===== src/rtl/jk_pkg.sv =====
`default_nettype none
// ============================================================================
// Module      : jk_pkg
// Description : Shared types and helpers for JK flip-flop drivers.
//               - jk_state_e : sequencer FSM state encoding
//               - jk_excite  : JK excitation table, (q, t, use_toggle) -> {j,k}
// Revision    : 1.0 - initial release
// ============================================================================
package jk_pkg;

  typedef enum logic [1:0] {
    ST_IDLE  = 2'd0,
    ST_DRIVE = 2'd1,
    ST_CHECK = 2'd2,
    ST_HOLD  = 2'd3
  } jk_state_e;

  // Returns {j,k} that moves a JK flop from q to t on the next edge.
  // Bits already at target get J=K=0 so the flop simply holds.
  function automatic logic [1:0] jk_excite(input logic q, input logic t,
                                           input logic use_toggle);
    logic [1:0] v_jk;
    v_jk = 2'b00;
    if (q != t) begin
      if (use_toggle)
        v_jk = 2'b11;
      else if (t)
        v_jk = 2'b10;
      else
        v_jk = 2'b01;
    end
    return v_jk;
  endfunction

endpackage
`default_nettype wire


===== src/rtl/jk_seq_driver_if.sv =====
`default_nettype none
// ============================================================================
// Module      : jk_seq_driver_if
// Description : Target push channel of jk_seq_driver (valid/ready).
//               in_valid  : target entry offered
//               in_ready  : driver FIFO can accept
//               in_target : desired flop pattern (WIDTH)
//               in_hold   : idle cycles after the check (HOLD_W), 0 = none
//               master modport: sequencer / CPU side
//               slave  modport: jk_seq_driver side
// Revision    : 1.0 - initial release
// ============================================================================
interface jk_seq_driver_if #(
  parameter int WIDTH  = 4,
  parameter int HOLD_W = 4
) ();

  logic              in_valid;
  logic              in_ready;
  logic [WIDTH-1:0]  in_target;
  logic [HOLD_W-1:0] in_hold;

  modport master (
    output in_valid,
    output in_target,
    output in_hold,
    input  in_ready
  );

  modport slave (
    input  in_valid,
    input  in_target,
    input  in_hold,
    output in_ready
  );

endinterface
`default_nettype wire


===== src/rtl/jk_seq_fifo.sv =====
`default_nettype none
// ============================================================================
// Module      : jk_seq_fifo
// Description : Synchronous FIFO with show-ahead read data.
//               Pointers carry one extra wrap bit so full and empty are
//               distinguished without a separate counter.
// Ports       : clk   - clock, rising edge
//               reset - asynchronous, active-low; empties the FIFO
//               push  - write wdata (ignored while full)
//               wdata - write data (DATA_W)
//               pop   - advance read pointer (ignored while empty)
//               rdata - current head entry
//               full  - no free entries
//               empty - no stored entries
// Revision    : 1.0 - initial release
// ============================================================================
module jk_seq_fifo #(
  parameter int DEPTH  = 4,
  parameter int DATA_W = 8
) (
  input  wire logic              clk,
  input  wire logic              reset,
  input  wire logic              push,
  input  wire logic [DATA_W-1:0] wdata,
  input  wire logic              pop,
  output logic      [DATA_W-1:0] rdata,
  output logic                   full,
  output logic                   empty
);

  localparam int                c_addr_w  = $clog2(DEPTH);
  localparam logic [c_addr_w:0] c_ptr_one = (c_addr_w + 1)'(1);

  logic [DATA_W-1:0] r_mem [DEPTH];
  logic [c_addr_w:0] r_wr_ptr;
  logic [c_addr_w:0] r_rd_ptr;
  logic              w_push_ok;
  logic              w_pop_ok;

  // Same index with different wrap bits means the writer lapped the reader.
  assign full  = (r_wr_ptr[c_addr_w] != r_rd_ptr[c_addr_w]) &&
                 (r_wr_ptr[c_addr_w-1:0] == r_rd_ptr[c_addr_w-1:0]);
  assign empty = (r_wr_ptr == r_rd_ptr);

  assign w_push_ok = push && !full;
  assign w_pop_ok  = pop && !empty;
  assign rdata     = r_mem[r_rd_ptr[c_addr_w-1:0]];

  always_ff @(posedge clk or negedge reset) begin
    if (!reset) begin
      r_wr_ptr <= '0;
      r_rd_ptr <= '0;
    end else begin
      if (w_push_ok)
        r_wr_ptr <= r_wr_ptr + c_ptr_one;
      if (w_pop_ok)
        r_rd_ptr <= r_rd_ptr + c_ptr_one;
    end
  end

  // Storage needs no reset: contents are only visible through the pointers.
  always_ff @(posedge clk) begin
    if (w_push_ok)
      r_mem[r_wr_ptr[c_addr_w-1:0]] <= wdata;
  end

endmodule
`default_nettype wire


===== src/rtl/jk_seq_driver.sv =====
`default_nettype none
// ============================================================================
// Module      : jk_seq_driver
// Description : Steps an external bank of WIDTH JK flops through a queued
//               sequence of target patterns. Each target gets a one-cycle
//               J/K excitation (from the fed-back Q), a one-cycle check and
//               an optional hold of in_hold cycles.
// Ports       : clk          - clock, rising edge
//               reset        - asynchronous, active-low
//               in_if        - target push channel (slave modport)
//               q_fb         - Q outputs of the driven flop bank
//               j, k         - registered J/K drive
//               busy         - high whenever the FSM is not IDLE
//               done         - one-cycle pulse in the cycle after CHECK
//               mismatch     - sticky check-failure flag
//               mismatch_clr - synchronous clear of mismatch (set wins)
// Revision    : 1.0 - initial release
// ============================================================================
module jk_seq_driver
  import jk_pkg::*;
#(
  parameter int WIDTH      = 4,
  parameter int DEPTH      = 4,
  parameter int HOLD_W     = 4,
  parameter int USE_TOGGLE = 0
) (
  input  wire logic             clk,
  input  wire logic             reset,
  jk_seq_driver_if.slave        in_if,
  input  wire logic [WIDTH-1:0] q_fb,
  output logic      [WIDTH-1:0] j,
  output logic      [WIDTH-1:0] k,
  output logic                  busy,
  output logic                  done,
  output logic                  mismatch,
  input  wire logic             mismatch_clr
);

  localparam int                c_fifo_w   = WIDTH + HOLD_W;
  localparam logic [HOLD_W-1:0] c_hold_one = HOLD_W'(1);
  localparam logic              c_toggle   = (USE_TOGGLE != 0);

  // --------------------------------------------------------------------------
  // Target FIFO
  // --------------------------------------------------------------------------
  logic [c_fifo_w-1:0] w_fifo_wdata;
  logic [c_fifo_w-1:0] w_fifo_rdata;
  logic                w_fifo_full;
  logic                w_fifo_empty;
  logic                w_pop;
  logic [WIDTH-1:0]    w_head_target;
  logic [HOLD_W-1:0]   w_head_hold;

  assign w_fifo_wdata   = {in_if.in_target, in_if.in_hold};
  assign w_head_target  = w_fifo_rdata[c_fifo_w-1:HOLD_W];
  assign w_head_hold    = w_fifo_rdata[HOLD_W-1:0];
  // Ready depends only on the stored level, never on a same-cycle pop.
  assign in_if.in_ready = !w_fifo_full;

  jk_seq_fifo #(
    .DEPTH  (DEPTH),
    .DATA_W (c_fifo_w)
  ) u_fifo (
    .clk   (clk),
    .reset (reset),
    .push  (in_if.in_valid),
    .wdata (w_fifo_wdata),
    .pop   (w_pop),
    .rdata (w_fifo_rdata),
    .full  (w_fifo_full),
    .empty (w_fifo_empty)
  );

  // --------------------------------------------------------------------------
  // Excitation for the FIFO head against the current flop state
  // --------------------------------------------------------------------------
  logic [WIDTH-1:0] w_load_j;
  logic [WIDTH-1:0] w_load_k;

  for (genvar gi = 0; gi < WIDTH; gi++) begin : g_excite
    logic [1:0] w_jk_bit;
    assign w_jk_bit     = jk_excite(q_fb[gi], w_head_target[gi], c_toggle);
    assign w_load_j[gi] = w_jk_bit[1];
    assign w_load_k[gi] = w_jk_bit[0];
  end

  // --------------------------------------------------------------------------
  // FSM and datapath registers
  // --------------------------------------------------------------------------
  jk_state_e         r_state;
  jk_state_e         w_state_nxt;
  logic [WIDTH-1:0]  r_j;
  logic [WIDTH-1:0]  w_j_nxt;
  logic [WIDTH-1:0]  r_k;
  logic [WIDTH-1:0]  w_k_nxt;
  logic [WIDTH-1:0]  r_target;
  logic [WIDTH-1:0]  w_target_nxt;
  logic [HOLD_W-1:0] r_hold;
  logic [HOLD_W-1:0] w_hold_nxt;
  logic [HOLD_W-1:0] r_cnt;
  logic [HOLD_W-1:0] w_cnt_nxt;
  logic              r_done;
  logic              w_done_nxt;
  logic              r_mismatch;
  logic              w_mismatch_nxt;
  logic              w_advance;

  always_ff @(posedge clk or negedge reset) begin
    if (!reset) begin
      r_state    <= ST_IDLE;
      r_j        <= '0;
      r_k        <= '0;
      r_target   <= '0;
      r_hold     <= '0;
      r_cnt      <= '0;
      r_done     <= 1'b0;
      r_mismatch <= 1'b0;
    end else begin
      r_state    <= w_state_nxt;
      r_j        <= w_j_nxt;
      r_k        <= w_k_nxt;
      r_target   <= w_target_nxt;
      r_hold     <= w_hold_nxt;
      r_cnt      <= w_cnt_nxt;
      r_done     <= w_done_nxt;
      r_mismatch <= w_mismatch_nxt;
    end
  end

  always_comb begin
    w_state_nxt    = r_state;
    w_j_nxt        = '0;
    w_k_nxt        = '0;
    w_target_nxt   = r_target;
    w_hold_nxt     = r_hold;
    w_cnt_nxt      = r_cnt;
    w_done_nxt     = 1'b0;
    w_mismatch_nxt = r_mismatch && !mismatch_clr;
    w_pop          = 1'b0;
    // w_advance marks "this step is finished": start the next queued target
    // or fall back to IDLE. IDLE simply retries every cycle.
    w_advance      = 1'b0;

    case (r_state)
      ST_IDLE: begin
        w_advance = 1'b1;
      end
      ST_DRIVE: begin
        // J/K default to 0 above, so they drop on the edge leaving DRIVE.
        w_state_nxt = ST_CHECK;
      end
      ST_CHECK: begin
        w_done_nxt = 1'b1;
        // A failing check overrides a simultaneous clear.
        if (q_fb != r_target)
          w_mismatch_nxt = 1'b1;
        if (r_hold == '0) begin
          w_advance = 1'b1;
        end else begin
          w_cnt_nxt   = r_hold;
          w_state_nxt = ST_HOLD;
        end
      end
      ST_HOLD: begin
        if (r_cnt == c_hold_one)
          w_advance = 1'b1;
        else
          w_cnt_nxt = r_cnt - c_hold_one;
      end
      default: begin
        w_state_nxt = ST_IDLE;
      end
    endcase

    if (w_advance) begin
      if (!w_fifo_empty) begin
        w_pop        = 1'b1;
        w_target_nxt = w_head_target;
        w_hold_nxt   = w_head_hold;
        w_j_nxt      = w_load_j;
        w_k_nxt      = w_load_k;
        w_state_nxt  = ST_DRIVE;
      end else begin
        w_state_nxt  = ST_IDLE;
      end
    end
  end

  assign j        = r_j;
  assign k        = r_k;
  assign busy     = (r_state != ST_IDLE);
  assign done     = r_done;
  assign mismatch = r_mismatch;

endmodule
`default_nettype wire


===== src/flat_wrapper.sv =====
// flat-port wrapper written by rule: the top's interface ports become plain ports
module jk_seq_driver_flat import jk_pkg::*;
#(
  parameter int WIDTH      = 4,
  parameter int DEPTH      = 4,
  parameter int HOLD_W     = 4,
  parameter int USE_TOGGLE = 0
)
  (clk, reset, q_fb, j, k, busy, done, mismatch, mismatch_clr, in_if_in_valid, in_if_in_target, in_if_in_hold, in_if_in_ready);
  jk_seq_driver_if #(.WIDTH(WIDTH), .HOLD_W(HOLD_W)) in_if_i ();
  input  wire logic clk;
  input  wire logic reset;
  input  wire logic [WIDTH-1:0] q_fb;
  output logic      [WIDTH-1:0] j;
  output logic      [WIDTH-1:0] k;
  output logic busy;
  output logic done;
  output logic mismatch;
  input  wire logic mismatch_clr;
  input wire logic [$bits(in_if_i.in_valid)-1:0] in_if_in_valid;
  input wire logic [$bits(in_if_i.in_target)-1:0] in_if_in_target;
  input wire logic [$bits(in_if_i.in_hold)-1:0] in_if_in_hold;
  output wire logic [$bits(in_if_i.in_ready)-1:0] in_if_in_ready;
  assign in_if_i.in_valid = in_if_in_valid;
  assign in_if_i.in_target = in_if_in_target;
  assign in_if_i.in_hold = in_if_in_hold;
  assign in_if_in_ready = in_if_i.in_ready;
  jk_seq_driver #(.WIDTH(WIDTH), .DEPTH(DEPTH), .HOLD_W(HOLD_W), .USE_TOGGLE(USE_TOGGLE)) u_core (.clk(clk), .reset(reset), .in_if(in_if_i), .q_fb(q_fb), .j(j), .k(k), .busy(busy), .done(done), .mismatch(mismatch), .mismatch_clr(mismatch_clr));
endmodule

===== config.mk =====
export PLATFORM = sky130hd
export DESIGN_NAME = jk_seq_driver_flat
export DESIGN_NICKNAME = d
export VERILOG_FILES = /design/src/rtl/jk_pkg.sv /design/src/rtl/jk_seq_driver_if.sv /design/src/rtl/jk_seq_fifo.sv /design/src/rtl/jk_seq_driver.sv /design/src/flat_wrapper.sv
export SDC_FILE = /design/constraint.sdc
export NUM_CORES = 1
export LEC_CHECK = 0
export ABC_AREA = 1
export CAP_MARGIN = 25
export CORE_UTILIZATION = 40
export CTS_BUF_LIST = sky130_fd_sc_hd__clkbuf_8
export CTS_CLUSTER_SIZE = 14
export DETAILED_ROUTE_END_ITERATION = 16
export PLACE_DENSITY = 0.71
export SLEW_MARGIN = 20
export SYNTH_ARGS = -nofsm -noshare
export SYNTH_HDL_FRONTEND = slang
export SYNTH_SLANG_ARGS = --single-unit

===== constraint.sdc =====
create_clock -name clk -period 2.5 [get_ports clk]
set_clock_uncertainty 0.2 [all_clocks]
set_input_delay 0.5 -clock clk [delete_from_list [all_inputs] [get_ports clk]]
set_output_delay 0.5 -clock clk [all_outputs]
set_load 0.01 [all_outputs]

=== Yosys cells after proc, flatten, opt, wreduce, memory -nomap -nowiden ===
Memories as Yosys holds them, arrays and structs flattened.
Index checks and enable logic that the tools add are counted.

* Input bits: 16
* Word-level logic and storage cells: 74
* RAM bits: 32
* Memories kept: 1
* Output and inout port bits: 12
* Bits in registers: 30

{| class="wikitable"
|+ Memory list
! name !! depth !! width !! rd ports !! clocked after memory_dff !! write ports !! line !! text
|-
| u_core.u_fifo.r_mem || 4 || 8 || 1 || 0 || 1 || jk_seq_fifo.sv:34 || <nowiki>logic [DATA_W-1:0] r_mem [DEPTH];</nowiki>
|}

* Add/subtract/negate cells: 3
* Multiplexer cells: 29
* Bitwise operators: 1
* Equality and inequality tests: 15
* Reductions and logical operators: 15

{| class="wikitable"
|+ Operators by type and width
! kind !! count
|-
| two-way mux 4 bit || 6
|-
| two-way mux 2 bit || 10
|-
| two-way mux 1 bit || 10
|-
| case mux 4 bit (2 select lines) || 1
|-
| adder 3 x 1 -> 3 bit (second input constant) || 2
|-
| inequality test 1 bit || 5
|-
| == test 2 bit (second input constant) || 2
|-
| == test 4 x 1 -> 1 bit (second input constant) || 1
|-
| logical AND 1 bit || 4
|-
| zero test 4 bit || 1
|-
| inequality test 2 bit (second input constant) || 2
|-
| inequality test 4 bit || 1
|-
| case mux 2 bit (2 select lines) || 1
|-
| AND reduction 2 bit || 2
|-
| nonzero test 2 bit || 2
|-
| subtractor 4 x 1 -> 4 bit (second input constant) || 1
|-
| == test 3 bit || 1
|-
| zero test 1 bit || 3
|-
| inequality test 3 x 2 -> 1 bit (second input constant) || 1
|-
| case mux 1 bit (3 select lines) || 1
|-
| AND reduction 3 bit || 1
|-
| nonzero test 3 bit || 1
|-
| == test 2 x 1 -> 1 bit (second input constant) || 1
|-
| == test 2 bit || 1
|-
| other kinds (2) || 2
|}

=== Depth between registers and ports, before layout ===
Gate-level depths: netlist of run 1.

* Depth in word-level cells: 6
* Gate-level depth with buffers: 10
* Gate-level depth less buffers: 10

=== By module ===
Synthesis of run 1 repeated with hierarchy kept, for this count alone.

* Cell total of the unflattened synthesis: 278
* Area, all modules: 2835.2 µm²

{| class="wikitable"
|+ Modules (own cells, without submodules)
! module !! sequential area each (µm²) !! times used !! cells each !! area each (µm²)
|-
| jk_seq_fifo || 1111.1 || 1 || 138 || 1649.1
|-
| jk_seq_driver || 600.6 || 1 || 140 || 1186.1
|}

=== Worst setup path after synthesis of run 1 ===
Ideal clock, no wire load.

* Path kind: reg-to-reg
* From: register u_core.u_fifo.r_rd_ptr[1]
* To: memory u_core.u_fifo.r_mem[1][0], enable pin
* Setup slack: 577 ps
* Path buffers: 1
* Data required time: 1929 ps
* Period minus slack after synthesis: 1923 ps
* Data arrival time: 1352 ps
* Stages on the path, launching flop included: 7
* Cells stage by stage: dfrtp_1 -> buf_4 -> nand2_1 -> nand2_1 -> nand3b_1 -> nand2_2 -> nor2_1

* Cells in the longest elaborated chain, start to end: 6

{| class="wikitable"
|+ RTL lines
! what !! line !! text
|-
| from (decl) || jk_seq_fifo.sv:36 || <nowiki>logic [c_addr_w:0] r_rd_ptr;</nowiki>
|-
| from (signal assigned) || jk_seq_fifo.sv:57 || <nowiki>r_rd_ptr <= r_rd_ptr + c_ptr_one;</nowiki>
|-
| == test 2 bit || jk_seq_fifo.sv:42 || <nowiki>(r_wr_ptr[c_addr_w-1:0] == r_rd_ptr[c_addr_w-1:0]);</nowiki>
|-
| logical AND 1 bit || jk_seq_fifo.sv:41 || <nowiki>assign full = (r_wr_ptr[c_addr_w] != r_rd_ptr[c_addr_w]) &&</nowiki>
|-
| zero test 1 bit || -- ||
|-
| named net in_if_in_ready || flat_wrapper.sv:23 || <nowiki>output wire logic [$bits(in_if_i.in_ready)-1:0] in_if_in_ready;</nowiki>
|-
| logical AND 1 bit || jk_seq_fifo.sv:45 || <nowiki>assign w_push_ok = push && !full;</nowiki>
|-
| two-way mux 1 bit || jk_seq_fifo.sv:63 || <nowiki>if (w_push_ok)</nowiki>
|-
| two-way mux 1 bit (implied by the code) || jk_seq_fifo.sv:64 || <nowiki>r_mem[r_wr_ptr[c_addr_w-1:0]] <= wdata;</nowiki>
|-
| to (decl) || jk_seq_fifo.sv:34 ||
|}

The timed path passes the listed nets, and every way through them passes these cells.

=== Worst setup path in the final report of run 1 ===
* From: register u_core.u_fifo.r_rd_ptr[0]
* To: output port in_if_in_ready

* Cells in the longest elaborated chain, start to end: 3

{| class="wikitable"
|+ RTL lines
! what !! line !! text
|-
| == test 2 bit || jk_seq_fifo.sv:42 ||
|-
| logical AND 1 bit || jk_seq_fifo.sv:41 ||
|-
| zero test 1 bit || jk_seq_driver.sv:58 || <nowiki>assign in_if.in_ready = !w_fifo_full;</nowiki>
|-
| to (decl) || flat_wrapper.sv:23 ||
|}

No other way between the ends.

==> results of run 1 <==
[power by group through the flow]
| stage | Clock (W) | Sequential [W] | Combinational [W] |
|---|---|---|---|
| 5_1_grt | 0.000805 | 0.00164 | 0.00207 |
| 4_1_cts | 0.000762 | 0.00160 | 0.00180 |
| 3_3_place_gp | 0 | 0.00161 | 0.00175 |
| 2_1_floorplan | 0 | 0.00161 | 0.00132 |
| 3_5_place_dp | 0 | 0.00162 | 0.00178 |
| 6_report | 0.000740 | 0.00160 | 0.00181 |
[synthesized netlist by cell type, drive strengths merged]
cell,n
ha,10
xnor2,5
nand3b,1
nor3,4
nor2,21
xor2,2
nand3,15
a21oi,2
nand2,82
o22ai,4
o21ai,22
o211ai,1
dfrtp,30
buf,6
inv,21
edfxtp,32
nand4,1
or2,1
[metal layers]
| layer | wire length [microns] | global-route usage (%) |
|---|---|---|
| met5 | 0 | 0 |
| met4 | 75 | 6.934 |
| met3 | 192 | 3.210 |
| met2 | 2456 | 24.63 |
| met1 | 2268 | 18.55 |
[area by class of cell]
cell class	count	area share [%]
sequential	62	51.60
multi-input combinational	171	27.54
timing repair buffer	37	10.41
clock buffer	10	4.149
tap	77	2.905
inverter	21	2.452
clock inverter	6	0.9430
[stage by stage]
stage               util (%)  instances  worst slack (ns)   TNS (ns)  hold slack, ns
floorplan                  -        260            0.5774          0        0.004409
global placement       48.24        366            0.4688          0          0.2843
detailed placement     48.24        366            0.4495          0          0.2909
CTS                    50.84        382           0.08209          0          0.3085
global route           51.07        384         -0.006183  -0.006183          0.3457
finish                 51.07        384           0.07592          0          0.3058
[worst max-delay path, stage by stage (launching register included)]
cell and delay (ns):
sky130_fd_sc_hd__dfrtp_1 0.42, sky130_fd_sc_hd__inv_4 0.18, sky130_fd_sc_hd__nand2_2 0.08, sky130_fd_sc_hd__nand2_2 0.08, sky130_fd_sc_hd__nand3b_1 0.12, sky130_fd_sc_hd__clkdlybuf4s50_1 0.51
[cells by family after synthesis]
logic type,Yosys count
buffers and inverters,27
and+or+nand+nor,125
DFF,62
xor gates and xnor gates,7
AOI/OAI and AO/OA,29
adders and majority gates,10
[registers in the layout (all words and copies together), names as in the netlist, 2 cells and up]
name and cells:
u_core.r_state 2, u_core.j 4, u_core.u_fifo.r_rd_ptr 3, u_core.r_hold 4, u_core.u_fifo.r_wr_ptr 3, u_core.k 4, u_core.u_fifo.r_mem 32, u_core.r_cnt 4
u_core.r_target 4
[how the worst max path moves through the flow]
stage	end	slack, ns	cells past startpoint
after detailed placement	in_if_in_ready	0.45	5
after global placement	in_if_in_ready	0.47	5
final	in_if_in_ready	0.08	5
after global routing	in_if_in_ready	-0.006	5
after floorplan	u_core.u_fifo.r_mem[1][0]	0.58	6
after CTS	in_if_in_ready	0.08	5
[repair_timing]
item | in CTS | in global routing
gates resized for setup | 0 | 0
endpoints found under the setup margin | 0 | 1
buffers inserted | 0 | 2
==> flow_summary.toml, run 1 <==
[run_status]
outcome = "finished clean"

[flow_run]
max_cap_viol_count = 0

[floorplanning]
floorplan.io_pins = 28
standard_cell_row_count = 29
chipHeight_microns = 85.07
start_util_pct = 42.50
chipWidth_microns = 85.07
placeableCoreArea_sq_um = 6495
die_area_sq_um = 7237

[clocking]
clock-sinks = 62
cts_buffers = 9
ctsHtreeMaxLevel = 3
clock_tree.buffer_depth = 2
tritoncts = "built"
clkLatencyLatePin_ns = 0.33
cts.hold.buffers_added = 0
cts-root-buf = "sky130_fd_sc_hd__clkbuf_8"
cts.clk_slew.worst_paths_ns = 0.07

[sta]
post-route-period-util_pct = 96.96
actual_slew_at_the_worst_max_slew_pin_ns = 0.3856
max_freq_mhz = 412.5
hold_violations = 0
max-slew-margin-rel_pct = 74.29
timing.final.setup_violations = 0
final_max_slew_viol_count = 0
post-route-min-period_ns = 2.424

[finish]
number_of_inserted_diodes = 0
final_common_cell = "sky130_fd_sc_hd__nand2_1"
area_taken_by_flip_flops_and_latches_sq_um = 1712
layout.nets = 328
drive_above_1_share_pct = 13.68
layout_common_cells = "79 x sky130_fd_sc_hd__nand2_1, 32 x sky130_fd_sc_hd__edfxtp_1, 30 x sky130_fd_sc_hd__dfrtp_1"
nFillCells = 571
multi_input_comb_area_sq_um = 913.4
area_growth_syn_to_layout_pct = 20.17
fin_area_sq_um = 3317

[logic_synthesis]
basic_gate_share_of_the_synthesized_area_counting_and_or_nand_and_nor_cells_pct = 19.99
flip_flop_and_latch_count_after_synthesis = 62
synth.largest_area_cell = "sky130_fd_sc_hd__edfxtp_1"
synth-compound-area-share_pct = 6.346
synth_warnings = 0
synth.area.mux_share_pct = 0
syn_inst = 260
synth-adder-area-share_pct = 4.533
synthesis.nets = 286
post_synth_num_cell_types = 26
syn-mean-instance-area_sq_um = 10.62
part_of_the_yosys_area_used_for_sequential_elements_pct = 62.01
synthesized_area_fraction_occupied_by_xor_and_xnor_cells_pct = 2.221
mappedNetlistArea_sq_um = 2760
netlist_top_cells_area = "sky130_fd_sc_hd__edfxtp_1 35%, sky130_fd_sc_hd__dfrtp_1 27%, sky130_fd_sc_hd__nand2_1 11%, sky130_fd_sc_hd__ha_1 4.5%, sky130_fd_sc_hd__o21ai_0 3.1%"
synth_top_family_by_area = "simple AND/OR/NAND/NOR gates"
yosysTopAreaCellShare_pct = 34.81

[detailed_routing]
detail_route.wl_per_cell_microns = 13.00
drt_first_iter_violations = 84
drt-vias-per-instance = 4.841
routed-via-count = 1859
routed_wirelength_mm = 4.992
initial_drt_pass_iterations = 4
route.antenna.remaining_nets = 0
drc = 0

[power_and_ir_drop]
static-leakage-power_nw = 1.460
internal-power_w = 0.002507
comb_power_share_pct = 43.7
power.density_cell_area_nw_per_um2 = 1253
power.total_w = 0.004155
switching_power_w = 0.001647
vdd_ir_drop_max_uv = 482.3
power.clock.fraction_pct = 17.8
power_switching_share_pct = 39.65
sequentialPowerShare_pct = 38.5

[worst_setup_path]
r2r_start = "u_core.r_state[0]"
cp_data_arrival_time_ns = 1.72
critical_path_required_ns = 1.80
cp-end-kind = "output port"
r2r.worst_path.cells = 8
timing.critical_path.from_type = "flop"
worst_setup_path_startpoint = "u_core.u_fifo.r_rd_ptr[0]"
reg2reg_setup_slack_ns = 0.46
setup_crit_path_kind = "reg -> out"
path_max_fanout = 18
reg2reg_end = "u_core.r_hold[3]"

[min_path]
min_delay_worst_endpoint = "u_core.r_target[2]"
hp-start = "u_core.r_target[2]"
worstHoldPathType = "reg -> reg"
timing.hold.worst_path_depth = 2

[grt]
antenna_found_initial = 0
grt_pass1_vias = 1748
grt_first_pass_wirelength_mm = 8.142
largest_net_degree_at_the_start_of_global_routing = 31
gr-usage-all-layers_pct = 14.82
grt_overflow = 0

[place]
io_buffer_count = 27
gp_congestion = 0.8019
final_hpwl_from_detailed_placement_mm = 3.264
place_area_sq_um = 3133
(Power assumes the default switching activity.)
==> run 2: changes to the inputs <==
--- a/config.mk
+++ b/config.mk
@@ -11,7 +11,7 @@
 export CTS_BUF_LIST = sky130_fd_sc_hd__clkbuf_8
 export CTS_CLUSTER_SIZE = 14
 export DETAILED_ROUTE_END_ITERATION = 16
-export PLACE_DENSITY = 0.71
+export PLACE_DENSITY = 0.73
 export SLEW_MARGIN = 20
 export SYNTH_ARGS = -nofsm -noshare
 export SYNTH_HDL_FRONTEND = slang
==> constraint.sdc (replaced) <==
create_clock -name clk -period 2 [get_ports clk]
set_clock_uncertainty 0.2 [all_clocks]
set_input_delay 0.4 -clock clk [delete_from_list [all_inputs] [get_ports clk]]
set_output_delay 0.4 -clock clk [all_outputs]
set_load 0.01 [all_outputs]
==> run 2 against run 1 <==
  * First-iteration DRC count down 7.1%
  * Highest routed layer unchanged
  * Via count up 2.2%
  * Critical path depth unchanged
  * Utilization up 1.5 points
  * Sequential share of layout area down 1.5 points
  * Cell count up 2.9%
  * Cell area up 2.9%
  * Critical path type unchanged
  * Die area unchanged
  * Clock-buffer cell count up 1
  * Power up 33%
==> flow_summary.toml, run 2 (synthesis results as in run 1) <==
[finish]
layout_common_cells = "79 x sky130_fd_sc_hd__nand2_1, 32 x sky130_fd_sc_hd__edfxtp_1, 30 x sky130_fd_sc_hd__dfrtp_1"
area_growth_syn_to_layout_pct = 23.66
multi_input_comb_area_sq_um = 913.4
final_cells = 395
nFillCells = 550
layout.core_utilization_pct = 52.55
number_of_inserted_diodes = 0
layout.nets = 339
drive_above_1_share_pct = 17.30
area_taken_by_flip_flops_and_latches_sq_um = 1712
largest_register_ff_count = 32
final_common_cell = "sky130_fd_sc_hd__nand2_1"

[place]
gp_congestion = 0.8010
dp_slack_ns = 0.04687
io_buffer_count = 27
post-place-cells = 370
final_hpwl_from_detailed_placement_mm = 3.344

[power_and_ir_drop]
static-leakage-power_nw = 1.508
power.density_cell_area_nw_per_um2 = 1614
vdd_ir_drop_max_uv = 638.5

[floorplanning]
placeableCoreArea_sq_um = 6495
chipWidth_microns = 85.07
die_area_sq_um = 7237
floorplan.io_pins = 28
standard_cell_row_count = 29
start_util_pct = 42.50
chipHeight_microns = 85.07

[grt]
antenna_found_initial = 0
global_route.usage.met2_pct = 25.07
grt_busiest_layer = "met2"
grt_overflow = 0
groute.layer.met3.usage_pct = 3.891
grt_first_pass_wirelength_mm = 8.611
gr-usage-all-layers_pct = 15.78
grt_pass1_vias = 1839
gr-usage-met1_pct = 19.54
largest_net_degree_at_the_start_of_global_routing = 31

[worst_setup_path]
cp-end-kind = "output port"
setup_crit_path_kind = "reg -> out"
path_max_fanout = 4
timing.critical_path.from_type = "flop"
cp_data_arrival_time_ns = 1.28
critical_path_required_ns = 1.40

[sta]
setup_slack_ns = 0.1194
hold_violations = 0
max-slew-margin-rel_pct = 74.57
max_freq_mhz = 531.7
final_max_slew_viol_count = 0
post-route-period-util_pct = 94.03
timing.final.setup_violations = 0
totalNegativeSetupSlack_ns = 0
actual_slew_at_the_worst_max_slew_pin_ns = 0.3815
post-route-min-period_ns = 1.881

[clocking]
clock-sinks = 62
clock_tree.buffer_depth = 2
tritoncts = "built"
cts.clk_slew.worst_paths_ns = 0.07
ctsHtreeMaxLevel = 3
cts-root-buf = "sky130_fd_sc_hd__clkbuf_8"
cts_buffers = 9
clkLatencyLatePin_ns = 0.33
cts.hold.buffers_added = 0

[detailed_routing]
detail_route.wl_per_cell_microns = 12.79
drt-vias-per-instance = 4.810
initial_drt_pass_iterations = 4
routed-via-count = 1900
drt_first_iter_violations = 78
drc = 0
routed_wirelength_mm = 5.051
route.antenna.remaining_nets = 0

[flow_run]
max_cap_viol_count = 0

[min_path]
worstHoldPathType = "in -> async"

[run_status]
outcome = "finished clean"
[run 2: worst paths after layout]
kind                                           start                         to  slack (ns)  cells past startpoint
max reg2reg                u_core.u_fifo.r_rd_ptr[2]  u_core.u_fifo.r_mem[0][5]        0.14                      8
max                        u_core.u_fifo.r_rd_ptr[2]             in_if_in_ready        0.12                      5
min reg2reg                       u_core.r_target[2]         u_core.r_target[2]        0.30                      2
min                                            reset          u_core.r_state[1]        0.25                      2
max in group asynchronous                      reset                u_core.j[2]        1.06                      2
min in group clk                  u_core.r_target[2]         u_core.r_target[2]        0.30                      2
[run 2: timing repair]
item	CTS	global route
pin swaps	0	2
gates resized for setup	5	1
endpoints found under the setup margin	2	5
setup buffers	2	7
endpoints found under the hold margin	0	0
[run 2: worst max-delay path, stage by stage (launching register included)]
cell and delay, ns:
sky130_fd_sc_hd__dfrtp_1 0.40, sky130_fd_sc_hd__inv_1 0.06, sky130_fd_sc_hd__nand2_1 0.06, sky130_fd_sc_hd__nand2_1 0.07
sky130_fd_sc_hd__nand3b_1 0.20, sky130_fd_sc_hd__buf_2 0.16
[run 2: final cells by class]
cell class	count	area share (%)
Inverter	21	2.383
Tap cell	77	2.823
Clock inverter	5	0.7331
Multi-Input combinational cell	171	26.76
Clock buffer	11	4.435
Sequential cell	62	50.15
Timing Repair Buffer	48	12.72
[run 2: report_power, final]
part	switching [W]	internal [W]	total (W)
sequential	0.000213	0.00178	0.00199
clock	0.000466	0.000504	0.000970
combinational	0.00144	0.00110	0.00254
total	0.00212	0.00339	0.00551
[run 2: metrics by stage]
stage,area [sq um],hold slack [ns],power [W]
2_1_floorplan,2760,-0.09559,0.003665
3_3_place_gp,3176,0.2850,0.004308
3_5_place_dp,3176,0.2920,0.004389
4_1_cts,3361,0.2650,0.005384
5_1_grt,3413,0.3059,0.006000
6_report,3413,0.2532,0.005507
[run 2: metal layers]
| metal | vias to the layer above | wire [microns] |
|---|---|---|
| li1 | 959 | - |
| met1 | 889 | 2318 |
| met2 | 42 | 2445 |
| met3 | 10 | 195 |
| met4 | 0 | 91 |
| met5 | - | 0 |
==> run 3: changes to the inputs <==
--- a/config.mk
+++ b/config.mk
@@ -7,11 +7,14 @@
 export LEC_CHECK = 0
 export ABC_AREA = 1
 export CAP_MARGIN = 25
+export CELL_PAD_IN_SITES_DETAIL_PLACEMENT = 0
+export CELL_PAD_IN_SITES_GLOBAL_PLACEMENT = 1
 export CORE_UTILIZATION = 40
 export CTS_BUF_LIST = sky130_fd_sc_hd__clkbuf_8
 export CTS_CLUSTER_SIZE = 14
 export DETAILED_ROUTE_END_ITERATION = 16
-export PLACE_DENSITY = 0.73
+export GPL_TIMING_DRIVEN = 1
+export PLACE_DENSITY = 0.86
 export SLEW_MARGIN = 20
 export SYNTH_ARGS = -nofsm -noshare
 export SYNTH_HDL_FRONTEND = slang
==> run 3 against run 2 <==
  * Die area did not move
  * Power rose by 0.50%
  * Wire length fell by 2.8%
  * Utilization rose by 0.077 points
  * Critical path type unchanged
  * Largest power group unchanged
==> flow_summary.toml, run 3 (synthesis results as in run 1) <==
[run_status]
outcome = "finished clean"

[place]
post-place-cells = 371
dp_slack_ns = 0.1298
gp_congestion = 0.7440
io_buffer_count = 27
final_hpwl_from_detailed_placement_mm = 3.283

[detailed_routing]
routed_wirelength_mm = 4.908
routed-via-count = 1858
drt_first_iter_violations = 106
initial_drt_pass_iterations = 4
drt-vias-per-instance = 4.740
route.antenna.remaining_nets = 0
drc = 0
detail_route.wl_per_cell_microns = 12.52

[floorplanning]
start_util_pct = 42.50
floorplan.io_pins = 28
chipWidth_microns = 85.07
die_area_sq_um = 7237
placeableCoreArea_sq_um = 6495
chipHeight_microns = 85.07
standard_cell_row_count = 29

[clocking]
clock_tree.buffer_depth = 2
clkLatencyLatePin_ns = 0.34
tritoncts = "built"
cts-root-buf = "sky130_fd_sc_hd__clkbuf_8"
ctsHtreeMaxLevel = 3
clock-sinks = 62
cts_buffers = 9
cts.clk_slew.worst_paths_ns = 0.07

[finish]
area_growth_syn_to_layout_pct = 23.84
layout_common_cells = "79 x sky130_fd_sc_hd__nand2_1, 32 x sky130_fd_sc_hd__edfxtp_1, 30 x sky130_fd_sc_hd__dfrtp_1"
number_of_inserted_diodes = 0
layout.nets = 336
largest_register_ff_count = 32
final_cells = 392
final_common_cell = "sky130_fd_sc_hd__nand2_1"
drive_above_1_share_pct = 16.83

[sta]
post-route-min-period_ns = 1.880
actual_slew_at_the_worst_max_slew_pin_ns = 0.3890
final_max_slew_viol_count = 0
max_freq_mhz = 532.0
post-route-period-util_pct = 93.98
setup_repair_after_global_routing_missed_its_margin = "no"
hold_violations = 0
max-slew-margin-rel_pct = 74.07
timing.final.setup_violations = 0
totalNegativeSetupSlack_ns = 0
setup_slack_ns = 0.1204

[power_and_ir_drop]
internal-power_w = 0.003380
power.density_cell_area_nw_per_um2 = 1619
static-leakage-power_nw = 1.501
power_switching_share_pct = 38.93
vdd_ir_drop_max_uv = 613.8
comb_power_share_pct = 44.1
switching_power_w = 0.002154
power.clock.fraction_pct = 20.2
sequentialPowerShare_pct = 35.7

[worst_setup_path]
cp_data_arrival_time_ns = 1.28
path_max_fanout = 3
setup_crit_path_kind = "reg -> out"
critical_path_required_ns = 1.40
timing.critical_path.from_type = "flop"
cp-end-kind = "output port"

[grt]
largest_net_degree_at_the_start_of_global_routing = 31
antenna_found_initial = 0
gr-usage-all-layers_pct = 15.49
grt_first_pass_wirelength_mm = 8.411
grt_overflow = 0
grt_pass1_vias = 1849

[flow_run]
max_cap_viol_count = 0

[min_path]
worstHoldPathType = "in -> async"
==> run 3: area by class of cell <==
| type | count | area [sq um] |
|---|---|---|
| tap | 77 | 96.34 |
| multi-input combinational | 171 | 913.4 |
| inverter | 21 | 81.33 |
| timing repair buffer | 45 | 411.6 |
| clock inverter | 7 | 80.08 |
| clock buffer | 9 | 123.9 |
| sequential | 62 | 1712 |
| fill | 568 | 3077 |
==> run 3: metrics by stage <==
stage	power, W	util [%]	area [sq um]	hold slack, ns
floorplan	0.003665	-	2760	-0.09559
global placement	0.004346	49.01	3183	0.2857
detailed placement	0.004415	49.01	3183	0.2897
CTS	0.005580	52.48	3408	0.2519
global route	0.006006	52.63	3418	0.2779
finish	0.005535	52.63	3418	0.2386
==> run 3: critical path: stages, from the launching register on <==
cell                            delay (ns)
sky130_fd_sc_hd__dfrtp_1              0.38
sky130_fd_sc_hd__inv_1                0.10
sky130_fd_sc_hd__ha_1                 0.16
sky130_fd_sc_hd__inv_1                0.03
sky130_fd_sc_hd__dlygate4sd2_1        0.27
==> run 3: routing by layer <==
| layer | track usage, % | vias up | part of all wire [%] |
|---|---|---|---|
| met4 | 5.701 | 0 | 1.3 |
| met2 | 25.81 | 35 | 50 |
| met5 | 0 | - | 0 |
| met3 | 5.739 | 8 | 3.9 |
| met1 | 18.38 | 858 | 45 |
| li1 | - | 957 | - |
==> run 3: power groups by stage <==
stage / registers [W] / logic, W / clock network (W)
after detailed placement: 0.00202 / 0.00239 / 0
final: 0.00198 / 0.00244 / 0.00112
after floorplan: 0.00201 / 0.00165 / 0
after global routing: 0.00202 / 0.00279 / 0.00120
after global placement: 0.00201 / 0.00234 / 0
after CTS: 0.00198 / 0.00246 / 0.00114
==> run 3: worst paths after layout <==
path	start	to	slack [ns]	cells after the start
max	u_core.r_state[0]	busy	0.12	4
min reg2reg	u_core.r_target[1]	u_core.r_target[1]	0.30	2
max reg2reg	u_core.r_state[1]	u_core.r_hold[3]	0.16	10
min in group clk	u_core.r_target[1]	u_core.r_target[1]	0.30	2
min	reset	u_core.r_state[1]	0.24	2
max in group asynchronous	reset	u_core.mismatch	1.07	2
==> run 3: timing repair <==
action                                 CTS  global route
buffers inserted                         3             2
hold buffers                             0             0
setup endpoints to repair                2             1
resized for setup                        3             1
endpoints found under the hold margin    0             0
